File: config.mk
export PLATFORM = sky130hd
export DESIGN_NAME = xgs_axil_regfile
export DESIGN_NICKNAME = d
export VERILOG_FILES = /design/src/rtl/xgs_axil_regfile.sv
export SDC_FILE = /design/constraint.sdc
export NUM_CORES = 1
export LEC_CHECK = 0
export ABC_AREA = 1
export CAP_MARGIN = 20
export CORE_MARGIN = 1.5
export CORE_UTILIZATION = 35
export CTS_CLUSTER_DIAMETER = 40
export DETAILED_ROUTE_END_ITERATION = 10
export GPL_ROUTABILITY_DRIVEN = 0
export SYNTH_ARGS = -nofsm -noshare
export SYNTH_HDL_FRONTEND = slang
export SYNTH_SLANG_ARGS = --single-unit
export TNS_END_PERCENT = 30
File: constraint.sdc
create_clock -name aclk -period 2.3 [get_ports aclk]
set_input_delay 0.46 -clock aclk [delete_from_list [all_inputs] [get_ports aclk]]
set_output_delay 0.46 -clock aclk [all_outputs]
set_load 0.02 [all_outputs]
File: src/rtl/xgs_axil_regfile.sv
// -----------------------------------------------------------------------------
// xgs_axil_regfile
//   AXI4-Lite register file for the XGS sensor front end.
//
//   Register map (word decode on addr[AXIL_ADDR_WIDTH-1:2], addr[1:0] ignored):
//     0x000 ID          RO   0x5847_5331
//     0x004 SCRATCH     RW   byte-strobed
//     0x008 CTRL        bit0 irq_en (RW), bit1 soft_trig (write-only pulse),
//                       bits3:2 model_sel (RW), other bits read 0
//     0x00C IRQ_STATUS  bit0 event flag, write-1-to-clear
//     0x010 EVENT_CNT   RO   counts event_in cycles, wraps
//   Any other word returns SLVERR (reads give 0xDEAD_BEEF) and changes nothing.
//
// Ports:
//   aclk, aclk_reset_n        clock, asynchronous active-low reset
//   aclk_aw*/w*/b*/ar*/r*     AXI4-Lite slave (prot inputs ignored)
//   event_in                  single-cycle event pulse (sets flag, bumps count)
//   irq                       registered level interrupt = irq_en & flag
//   soft_trig                 one-cycle pulse after a CTRL write with bit1=1
//   model_sel                 sensor model selection (CTRL[3:2])
//
// Handshake semantics: a transfer happens on a rising edge where both valid
// and ready are high. Masters keep valid and payload stable until that edge;
// this slave keeps bvalid/bresp and rvalid/rdata/rresp stable until the
// matching ready is sampled high. Ready outputs never depend combinationally
// on valid inputs.
// -----------------------------------------------------------------------------
module xgs_axil_regfile #(
  parameter int AXIL_ADDR_WIDTH = 11,
  parameter int AXIL_DATA_WIDTH = 32
) (
  input  logic                         aclk,
  input  logic                         aclk_reset_n,
  // AW channel
  input  logic [AXIL_ADDR_WIDTH-1:0]   aclk_awaddr,
  input  logic [2:0]                   aclk_awprot,
  input  logic                         aclk_awvalid,
  output logic                         aclk_awready,
  // W channel
  input  logic [AXIL_DATA_WIDTH-1:0]   aclk_wdata,
  input  logic [AXIL_DATA_WIDTH/8-1:0] aclk_wstrb,
  input  logic                         aclk_wvalid,
  output logic                         aclk_wready,
  // B channel
  output logic [1:0]                   aclk_bresp,
  output logic                         aclk_bvalid,
  input  logic                         aclk_bready,
  // AR channel
  input  logic [AXIL_ADDR_WIDTH-1:0]   aclk_araddr,
  input  logic [2:0]                   aclk_arprot,
  input  logic                         aclk_arvalid,
  output logic                         aclk_arready,
  // R channel
  output logic [AXIL_DATA_WIDTH-1:0]   aclk_rdata,
  output logic [1:0]                   aclk_rresp,
  output logic                         aclk_rvalid,
  input  logic                         aclk_rready,
  // Sideband
  input  logic                         event_in,
  output logic                         irq,
  output logic                         soft_trig,
  output logic [1:0]                   model_sel
);

  localparam int IDX_W = AXIL_ADDR_WIDTH - 2;
  localparam int DW    = AXIL_DATA_WIDTH;
  localparam int SW    = AXIL_DATA_WIDTH / 8;

  localparam logic [IDX_W-1:0] IDX_ID      = IDX_W'(0);
  localparam logic [IDX_W-1:0] IDX_SCRATCH = IDX_W'(1);
  localparam logic [IDX_W-1:0] IDX_CTRL    = IDX_W'(2);
  localparam logic [IDX_W-1:0] IDX_STATUS  = IDX_W'(3);
  localparam logic [IDX_W-1:0] IDX_CNT     = IDX_W'(4);

  localparam logic [1:0]    RESP_OKAY   = 2'b00;
  localparam logic [1:0]    RESP_SLVERR = 2'b10;
  localparam logic [DW-1:0] ID_VALUE    = DW'(32'h5847_5331);
  localparam logic [DW-1:0] BAD_VALUE   = DW'(32'hDEAD_BEEF);

  // rst_done_q holds all readies low until the first edge after reset release
  logic             rst_done_q,  rst_done_d;
  logic             aw_full_q,   aw_full_d;
  logic [IDX_W-1:0] aw_idx_q,    aw_idx_d;
  logic             w_full_q,    w_full_d;
  logic [DW-1:0]    w_data_q,    w_data_d;
  logic [SW-1:0]    w_strb_q,    w_strb_d;
  logic             bvalid_q,    bvalid_d;
  logic [1:0]       bresp_q,     bresp_d;
  logic             rvalid_q,    rvalid_d;
  logic [1:0]       rresp_q,     rresp_d;
  logic [DW-1:0]    rdata_q,     rdata_d;
  logic [DW-1:0]    scratch_q,   scratch_d;
  logic             irq_en_q,    irq_en_d;
  logic [1:0]       model_sel_q, model_sel_d;
  logic             status_q,    status_d;
  logic [DW-1:0]    event_cnt_q, event_cnt_d;
  logic             irq_q,       irq_d;
  logic             soft_trig_q, soft_trig_d;

  logic             aw_hs, w_hs, ar_hs, commit;
  logic [IDX_W-1:0] rd_idx;
  logic [DW-1:0]    rd_data;
  logic [1:0]       rd_resp;

  logic unused_bits;
  assign unused_bits = ^{aclk_awprot, aclk_arprot, aclk_awaddr[1:0], aclk_araddr[1:0]};

  assign aclk_awready = rst_done_q & ~aw_full_q & ~bvalid_q;
  assign aclk_wready  = rst_done_q & ~w_full_q  & ~bvalid_q;
  assign aclk_arready = rst_done_q & ~rvalid_q;
  assign aclk_bvalid  = bvalid_q;
  assign aclk_bresp   = bresp_q;
  assign aclk_rvalid  = rvalid_q;
  assign aclk_rresp   = rresp_q;
  assign aclk_rdata   = rdata_q;
  assign irq          = irq_q;
  assign soft_trig    = soft_trig_q;
  assign model_sel    = model_sel_q;

  assign aw_hs  = aclk_awvalid & aclk_awready;
  assign w_hs   = aclk_wvalid  & aclk_wready;
  assign ar_hs  = aclk_arvalid & aclk_arready;
  // Holders only fill while bvalid is low, so a commit can never overlap an
  // outstanding response.
  assign commit = aw_full_q & w_full_q & ~bvalid_q;

  // Read mux works from current register values, so a read landing on the
  // same edge as a write commit returns the pre-write contents.
  assign rd_idx = aclk_araddr[AXIL_ADDR_WIDTH-1:2];
  always_comb begin
    rd_data = BAD_VALUE;
    rd_resp = RESP_SLVERR;
    case (rd_idx)
      IDX_ID:      begin rd_data = ID_VALUE;    rd_resp = RESP_OKAY; end
      IDX_SCRATCH: begin rd_data = scratch_q;   rd_resp = RESP_OKAY; end
      IDX_CTRL:    begin
        rd_data      = '0;
        rd_data[0]   = irq_en_q;
        rd_data[3:2] = model_sel_q;
        rd_resp      = RESP_OKAY;
      end
      IDX_STATUS:  begin
        rd_data    = '0;
        rd_data[0] = status_q;
        rd_resp    = RESP_OKAY;
      end
      IDX_CNT:     begin rd_data = event_cnt_q; rd_resp = RESP_OKAY; end
      default:     ;
    endcase
  end

  always_comb begin
    rst_done_d  = 1'b1;
    aw_full_d   = aw_full_q;
    aw_idx_d    = aw_idx_q;
    w_full_d    = w_full_q;
    w_data_d    = w_data_q;
    w_strb_d    = w_strb_q;
    bvalid_d    = bvalid_q;
    bresp_d     = bresp_q;
    rvalid_d    = rvalid_q;
    rresp_d     = rresp_q;
    rdata_d     = rdata_q;
    scratch_d   = scratch_q;
    irq_en_d    = irq_en_q;
    model_sel_d = model_sel_q;
    status_d    = status_q;
    event_cnt_d = event_cnt_q;
    soft_trig_d = 1'b0;
    irq_d       = irq_en_q & status_q;

    if (aw_hs) begin
      aw_full_d = 1'b1;
      aw_idx_d  = aclk_awaddr[AXIL_ADDR_WIDTH-1:2];
    end
    if (w_hs) begin
      w_full_d = 1'b1;
      w_data_d = aclk_wdata;
      w_strb_d = aclk_wstrb;
    end

    if (commit) begin
      aw_full_d = 1'b0;
      w_full_d  = 1'b0;
      bvalid_d  = 1'b1;
      bresp_d   = (aw_idx_q <= IDX_CNT) ? RESP_OKAY : RESP_SLVERR;
      case (aw_idx_q)
        IDX_SCRATCH: begin
          for (int b = 0; b < SW; b++) begin
            if (w_strb_q[b]) scratch_d[8*b +: 8] = w_data_q[8*b +: 8];
          end
        end
        IDX_CTRL: begin
          if (w_strb_q[0]) begin
            irq_en_d    = w_data_q[0];
            soft_trig_d = w_data_q[1];
            model_sel_d = w_data_q[3:2];
          end
        end
        IDX_STATUS: begin
          if (w_strb_q[0] && w_data_q[0]) status_d = 1'b0;
        end
        default: ;
      endcase
    end else if (bvalid_q && aclk_bready) begin
      bvalid_d = 1'b0;
    end

    // Placed after the W1C so a simultaneous event wins and the flag stays set.
    if (event_in) begin
      status_d    = 1'b1;
      event_cnt_d = event_cnt_q + DW'(1);
    end

    if (ar_hs) begin
      rvalid_d = 1'b1;
      rdata_d  = rd_data;
      rresp_d  = rd_resp;
    end else if (rvalid_q && aclk_rready) begin
      rvalid_d = 1'b0;
    end
  end

  always_ff @(posedge aclk or negedge aclk_reset_n) begin
    if (!aclk_reset_n) begin
      rst_done_q  <= 1'b0;
      aw_full_q   <= 1'b0;
      aw_idx_q    <= '0;
      w_full_q    <= 1'b0;
      w_data_q    <= '0;
      w_strb_q    <= '0;
      bvalid_q    <= 1'b0;
      bresp_q     <= RESP_OKAY;
      rvalid_q    <= 1'b0;
      rresp_q     <= RESP_OKAY;
      rdata_q     <= '0;
      scratch_q   <= '0;
      irq_en_q    <= 1'b0;
      model_sel_q <= 2'b00;
      status_q    <= 1'b0;
      event_cnt_q <= '0;
      irq_q       <= 1'b0;
      soft_trig_q <= 1'b0;
    end else begin
      rst_done_q  <= rst_done_d;
      aw_full_q   <= aw_full_d;
      aw_idx_q    <= aw_idx_d;
      w_full_q    <= w_full_d;
      w_data_q    <= w_data_d;
      w_strb_q    <= w_strb_d;
      bvalid_q    <= bvalid_d;
      bresp_q     <= bresp_d;
      rvalid_q    <= rvalid_d;
      rresp_q     <= rresp_d;
      rdata_q     <= rdata_d;
      scratch_q   <= scratch_d;
      irq_en_q    <= irq_en_d;
      model_sel_q <= model_sel_d;
      status_q    <= status_d;
      event_cnt_q <= event_cnt_d;
      irq_q       <= irq_d;
      soft_trig_q <= soft_trig_d;
    end
  end

endmodule

# [Yosys cells after proc, flatten, opt, wreduce, memory -nomap -nowiden]
# Cells that the tools add are included.
[classes] add_sub_neg=1 order_cmp=1 eq_ne=7 muxes=18 n_bitwise=15 reduce_logical=18
[ops] operator="32-bit one-hot mux with 5 select lines" count=1
[ops] operator="9-bit by 2-bit equality test with 1-bit output (second input constant)" count=4
[ops] operator="32-bit by 1-bit adder with 32-bit output (second input constant)" count=1
[ops] operator="9-bit by 1-bit equality test with 1-bit output (second input constant)" count=2
[ops] operator="3-bit AND reduction" count=6
[ops] operator="1-bit 2-to-1 mux" count=15
[ops] operator="2-bit nonzero test" count=7
[ops] operator="1-bit AND" count=11
[ops] operator="9-bit by 3-bit equality test with 1-bit output (second input constant)" count=1
[ops] operator="9-bit by 3-bit <= comparator with 1-bit output (second input constant)" count=1
[ops] operator="9-bit logical NOT" count=1
[ops] operator="5-bit OR reduction" count=1
[ops] operator="2-bit 2-to-1 mux" count=2
[ops] operator="1-bit NOT" count=4
[ops] operator="1-bit logical AND" count=3
[word_totals] register_bits=156 in_bits=72 out_inout_bits=45 elab_cells=81

# [Longest topological paths before layout]
# Gate-level depths: netlist of run 1.
[logic_depth] depth_word=6 ltp_mapped=10 ltp_nobuf=10

# [Worst setup path after synthesis of run 1]
# Ideal clock, no wire load.
[synth_timing] path_kind="flip-flop to flip-flop" from="reg bvalid_q (netlist: aclk_bvalid)" to="reg aw_idx_q[0]" setup_ns=0.133 arrival_ns=1.710 required_time_ns=2.167 slack_ns=0.457 path_stages_with_launch=6 n_path_buf=1 synth_period_minus_slack_ns=1.843 path_cell_list="dfrtp_1 > nor3_1 > nand2_1 > clkbuf_1 > nor2_1 > a21oi_1"
[synth_between] elab_chain_cells=3
[synth_lines] element="from (decl)" line="87" source="logic bvalid_q, bvalid_d;"
[synth_lines] element="from (signal assigned)" line="251" source="bvalid_q <= bvalid_d;"
[synth_lines] element="1-bit NOT" line="108" source="assign aclk_awready = rst_done_q & ~aw_full_q & ~bvalid_q;"
[synth_lines] element="1-bit AND" line="108"
[synth_lines] element="named net aclk_awready" line="38" source="output logic aclk_awready,"
[synth_lines] element="1-bit AND" line="120" source="assign aw_hs = aclk_awvalid & aclk_awready;"
[synth_lines] element="to (signal assigned)" line="247" source="aw_idx_q <= aw_idx_d;"
[synth_lines] element="to (decl)" line="83" source="logic [IDX_W-1:0] aw_idx_q, aw_idx_d;"
# The timed path passes the listed nets, and every way through them passes these cells.
# A chain may end at the register's enable or synchronous reset.

# [Final worst setup path of run 1]
[layout_timing] from="reg bvalid_q (netlist: aclk_bvalid)" to="out aclk_wready"
[layout_between] elab_chain_cells=2
[layout_lines] element="1-bit NOT" line="109" source="assign aclk_wready = rst_done_q & ~w_full_q & ~bvalid_q;"
[layout_lines] element="1-bit AND" line="109"
[layout_lines] element="to (decl)" line="43" source="output logic aclk_wready,"
# No other way between the ends.

==> flow_summary_export.csv, run 1 <==
group,metric,value,unit
status,outcome,"complete, no violations",
grt,first_global_vias,5671,
worst_setup_path,rr_startpoint,"event_cnt_q[0]$_DFFE_PN0P_",
routing,drc_errors,0,
final_layout,multi_input_area,0.00286,mm2
worst_setup_path,crit_type,"reg2out",
clock_tree,cts_inserted_buffers,17,
routing,avgViaCountPerCell,4.61,
synthesis,ys_seq_area_share,52.6,%
clock_tree,htreeDepth,4,
grt,grt_max_degree,40,
clock_tree,post_cts_buffers,0,
worst_setup_path,critPathMaxFanout,5,
final_layout,fin_nets,1030,
placement,placed_area,0.00869,mm2
worst_hold_path,hold_end,"aclk_rdata[29]$_DFFE_PN0P_",
routing,vias,5717,
sta,clock.fmax,452,MHz
routing,dr.pass1.iters,5,
grt,grtUsageTotal,16.9,%
sta,slew_headroom,56.2,%
synthesis,synth_top_area_cell,"dfrtp_1",
worst_setup_path,r2r_cells,10,
synthesis,yosysWarningCount,0,
floorplan,die_h,148,um
placement,numPortBuffers,104,
grt,antenna_found_initial,0,
worst_setup_path,required,1.84,ns
sta,skew,0.00789,ns
synthesis,synth.distinct_cells,36,
worst_hold_path,hold_class,"reg2reg",
floorplan,start_util,36.0,%
routing,detail-route-antenna-nets,0,
worst_hold_path,min_from,"aclk_rdata[29]$_DFFE_PN0P_",
sta,drv_slew,0,
synthesis,syn_inst,842,
grt,grt_pass1_wl,28.8,mm
sta,worstMarginPinSlew,0.653,ns
worst_setup_path,reg2reg_slack,0.49,ns
clock_tree,clkTransAtPathRegs,0.06,ns
synthesis,syn_area_per_cell,8.70,um2
worst_setup_path,worstPathArrival,1.75,ns
power,ir_worst_vdd,0.000548,V
floorplan,rows,52,
routing,wl_per_cell,14.1,um
worst_setup_path,endpoint_kind,"output pin",
clock_tree,clockBufferDepth,2,
sta,report.final.setup_viol,0,
final_layout,area_growth,26.2,%
sta,fin_tns_setup,0,ns
sta,post-route-min-period,2.21,ns
worst_hold_path,whs_path_depth,2,
sta,finalHoldViolCount,0,
clock_tree,root_buffer,"clkbuf_16",
synthesis,syn_area,0.00732,mm2
power,powerDensity,797,mW/mm2
clock_tree,clock_sinks,154,
floorplan,dieWidth,148,um
final_layout,drive_above_1_share,13.1,%
clock_tree,cts_tree,"built",
floorplan,core_area,0.0204,mm2
final_layout,seqCellArea,0.00385,mm2
floorplan,io_pins,117,
final_layout,n_antenna_cell,0,
job,maxCapViolCount,0,
routing,drt-total-wl,17.5,mm
synthesis,synth_top_area_share,52.6,%
floorplan,dieArea,0.0218,mm2
synthesis,ys_top_cells_by_area,"dfrtp_1 (53%), nand2_1 (8.3%), inv_1 (5.7%)",
final_layout,final_area,0.00924,mm2
worst_setup_path,crit_path_start_kind,"register",
grt,grt-ovfl-total,0,
sta,period_share,96.3,%
synthesis,synth_seq_cells,154,
clock_tree,clk_latency,0.43,ns
placement,dpl.hpwl,13.2,mm
final_layout,fillerInstances,2002,
power,power_leakage,0.00452,uW
sta,rsz0062_at_grt,"false",
routing,drt_iter0_markers,475,
worst_setup_path,r2r_end,"event_cnt_q[22]$_DFFE_PN0P_",
==> per-layer routing <==
metal | global-route usage [%] | up-vias | routed length [um]
met3 | 4.41 | 24 | 910
met5 | 0 | - | 0
met1 | 23.2 | 2653 | 8470
met2 | 26.3 | 142 | 7850
li1 | - | 2898 | -
met4 | 4.90 | 0 | 235
==> through the flow <==
step / setup slack (ns) / util [%] / hold slack (ns) / power, uW / cells
2_1_floorplan: 0.457 / - / 0.164 / 4370 / 843
3_3_place_gp: 0.153 / 42.7 / 0.380 / 4820 / 1207
3_5_place_dp: 0.104 / 42.7 / 0.380 / 4860 / 1207
4_1_cts: 0.0653 / 45.4 / 0.481 / 7430 / 1239
5_1_grt: 0.00778 / 45.4 / 0.506 / 7760 / 1239
6_report: 0.0856 / 45.4 / 0.479 / 7360 / 1239
==> report_power, final <==
group,internal [uW],switching (uW),leakage (uW)
registers,3190,276,0.00181
logic,503,823,0.00245
clock network,1460,1110,0.000265
total,5150,2210,0.00452
==> cell usage after synthesis, drive strengths merged <==
library cell and instances:
buf 20, nor3 16, o211ai 1, o21a 1, nand4 11, ha 1, clkbuf 10, nand3b 3
or2 1, xor2 19, conb 2, nand3 61, xnor2 3, nand2 167, nor4 1, a21oi 63
o221ai 1, inv 112, nor2 119, dfrtp 154, o21ai 68, mux2 7, and2 1
==> flip-flops by register name, summed over array words and instances (netlist names) <==
signal / count
aclk_rdata: 32
aclk_rvalid: 1
aclk_rresp: 1
w_full_q: 1
status_q: 1
irq_en_q: 1
soft_trig: 1
model_sel: 2
aclk_bvalid: 1
scratch_q: 32
w_strb_q: 4
w_data_q: 32
aw_full_q: 1
event_cnt_q: 32
aclk_bresp: 1
irq: 1
aw_idx_q: 9
rst_done_q: 1
==> cells by family (layout without fill, tap and decap cells) <==
group,Yosys count,after routing,synth area share (%)
AND/OR/NAND/NOR,380,380,23.7
flip-flops,154,154,52.6
buffers and inverters,142,268,8.39
AO/OA/AOI/OAI,134,134,11.3
XOR/XNOR,22,22,2.63
multiplexers,7,7,1.08
other,2,3,0.103
adder cells (fa/ha/maj),1,1,0.171
==> worst max-delay path, cell delays in order (launching register included) <==
cell and delay, ns:
dfrtp_1 0.43, nor3_2 0.25, clkdlybuf4s50_1 0.65
==> worst max-delay path by stage <==
stage	start	slack (ns)	to	cells after the start
global placement	aclk_araddr[10]	0.15	aclk_rdata[27]$_DFFE_PN0P_	9
finish	aclk_bvalid$_DFFE_PN0P_	0.09	aclk_wready	2
detailed placement	event_in	0.10	event_cnt_q[25]$_DFFE_PN0P_	9
CTS	aclk_bvalid$_DFFE_PN0P_	0.07	aclk_wready	2
floorplan	aclk_bvalid$_DFFE_PN0P_	0.46	aw_idx_q[0]$_DFFE_PN0P_	5
global route	aclk_bvalid$_DFFE_PN0P_	0.008	aclk_wready	2
==> area by class of cell <==
class,count,share of cell area (%)
repair buffers,125,13.3
inverters,112,4.55
clock buffers,21,5.09
flip-flops and latches,154,41.7
clock inverters,10,0.758
multi-input cells,547,31.0
well taps,270,3.66
==> timing repair <==
item | CTS | global route
resized for setup | 1 | 0
endpoints found under the setup margin | 1 | 0
endpoints found under the hold margin | 30 | 0
hold buffers | 1 | 0
==> layout by cell type, fill, tap and decap left out, types with 4 or more instances in the layout <==
cell,n
nor2_2,10
clkinv_2,4
clkdlybuf4s50_1,102
dfrtp_1,154
nand2_1,160
clkbuf_16,17
o21ai_1,4
nand4_1,7
a21oi_1,63
nand4_4,4
nand3_1,58
inv_1,112
nand2_2,4
o21ai_2,40
o21ai_0,24
nor2_1,108
nor3_1,13
buf_4,18
mux2_2,7
xor2_1,19
Power figures use the tool's default switching activity.
==> run 2, diff against run 1 <==
GPL_ROUTABILITY_DRIVEN = 1   (was 0)
==> results of run 2 <==
No change in the layout: final DEF, timing and power equal those of run 1.
==> run 3, diff against run 2 <==
GPL_ROUTABILITY_DRIVEN = not set   (was 1)
==> results of run 3 <==
No change in the layout: final DEF, timing and power equal those of run 1.
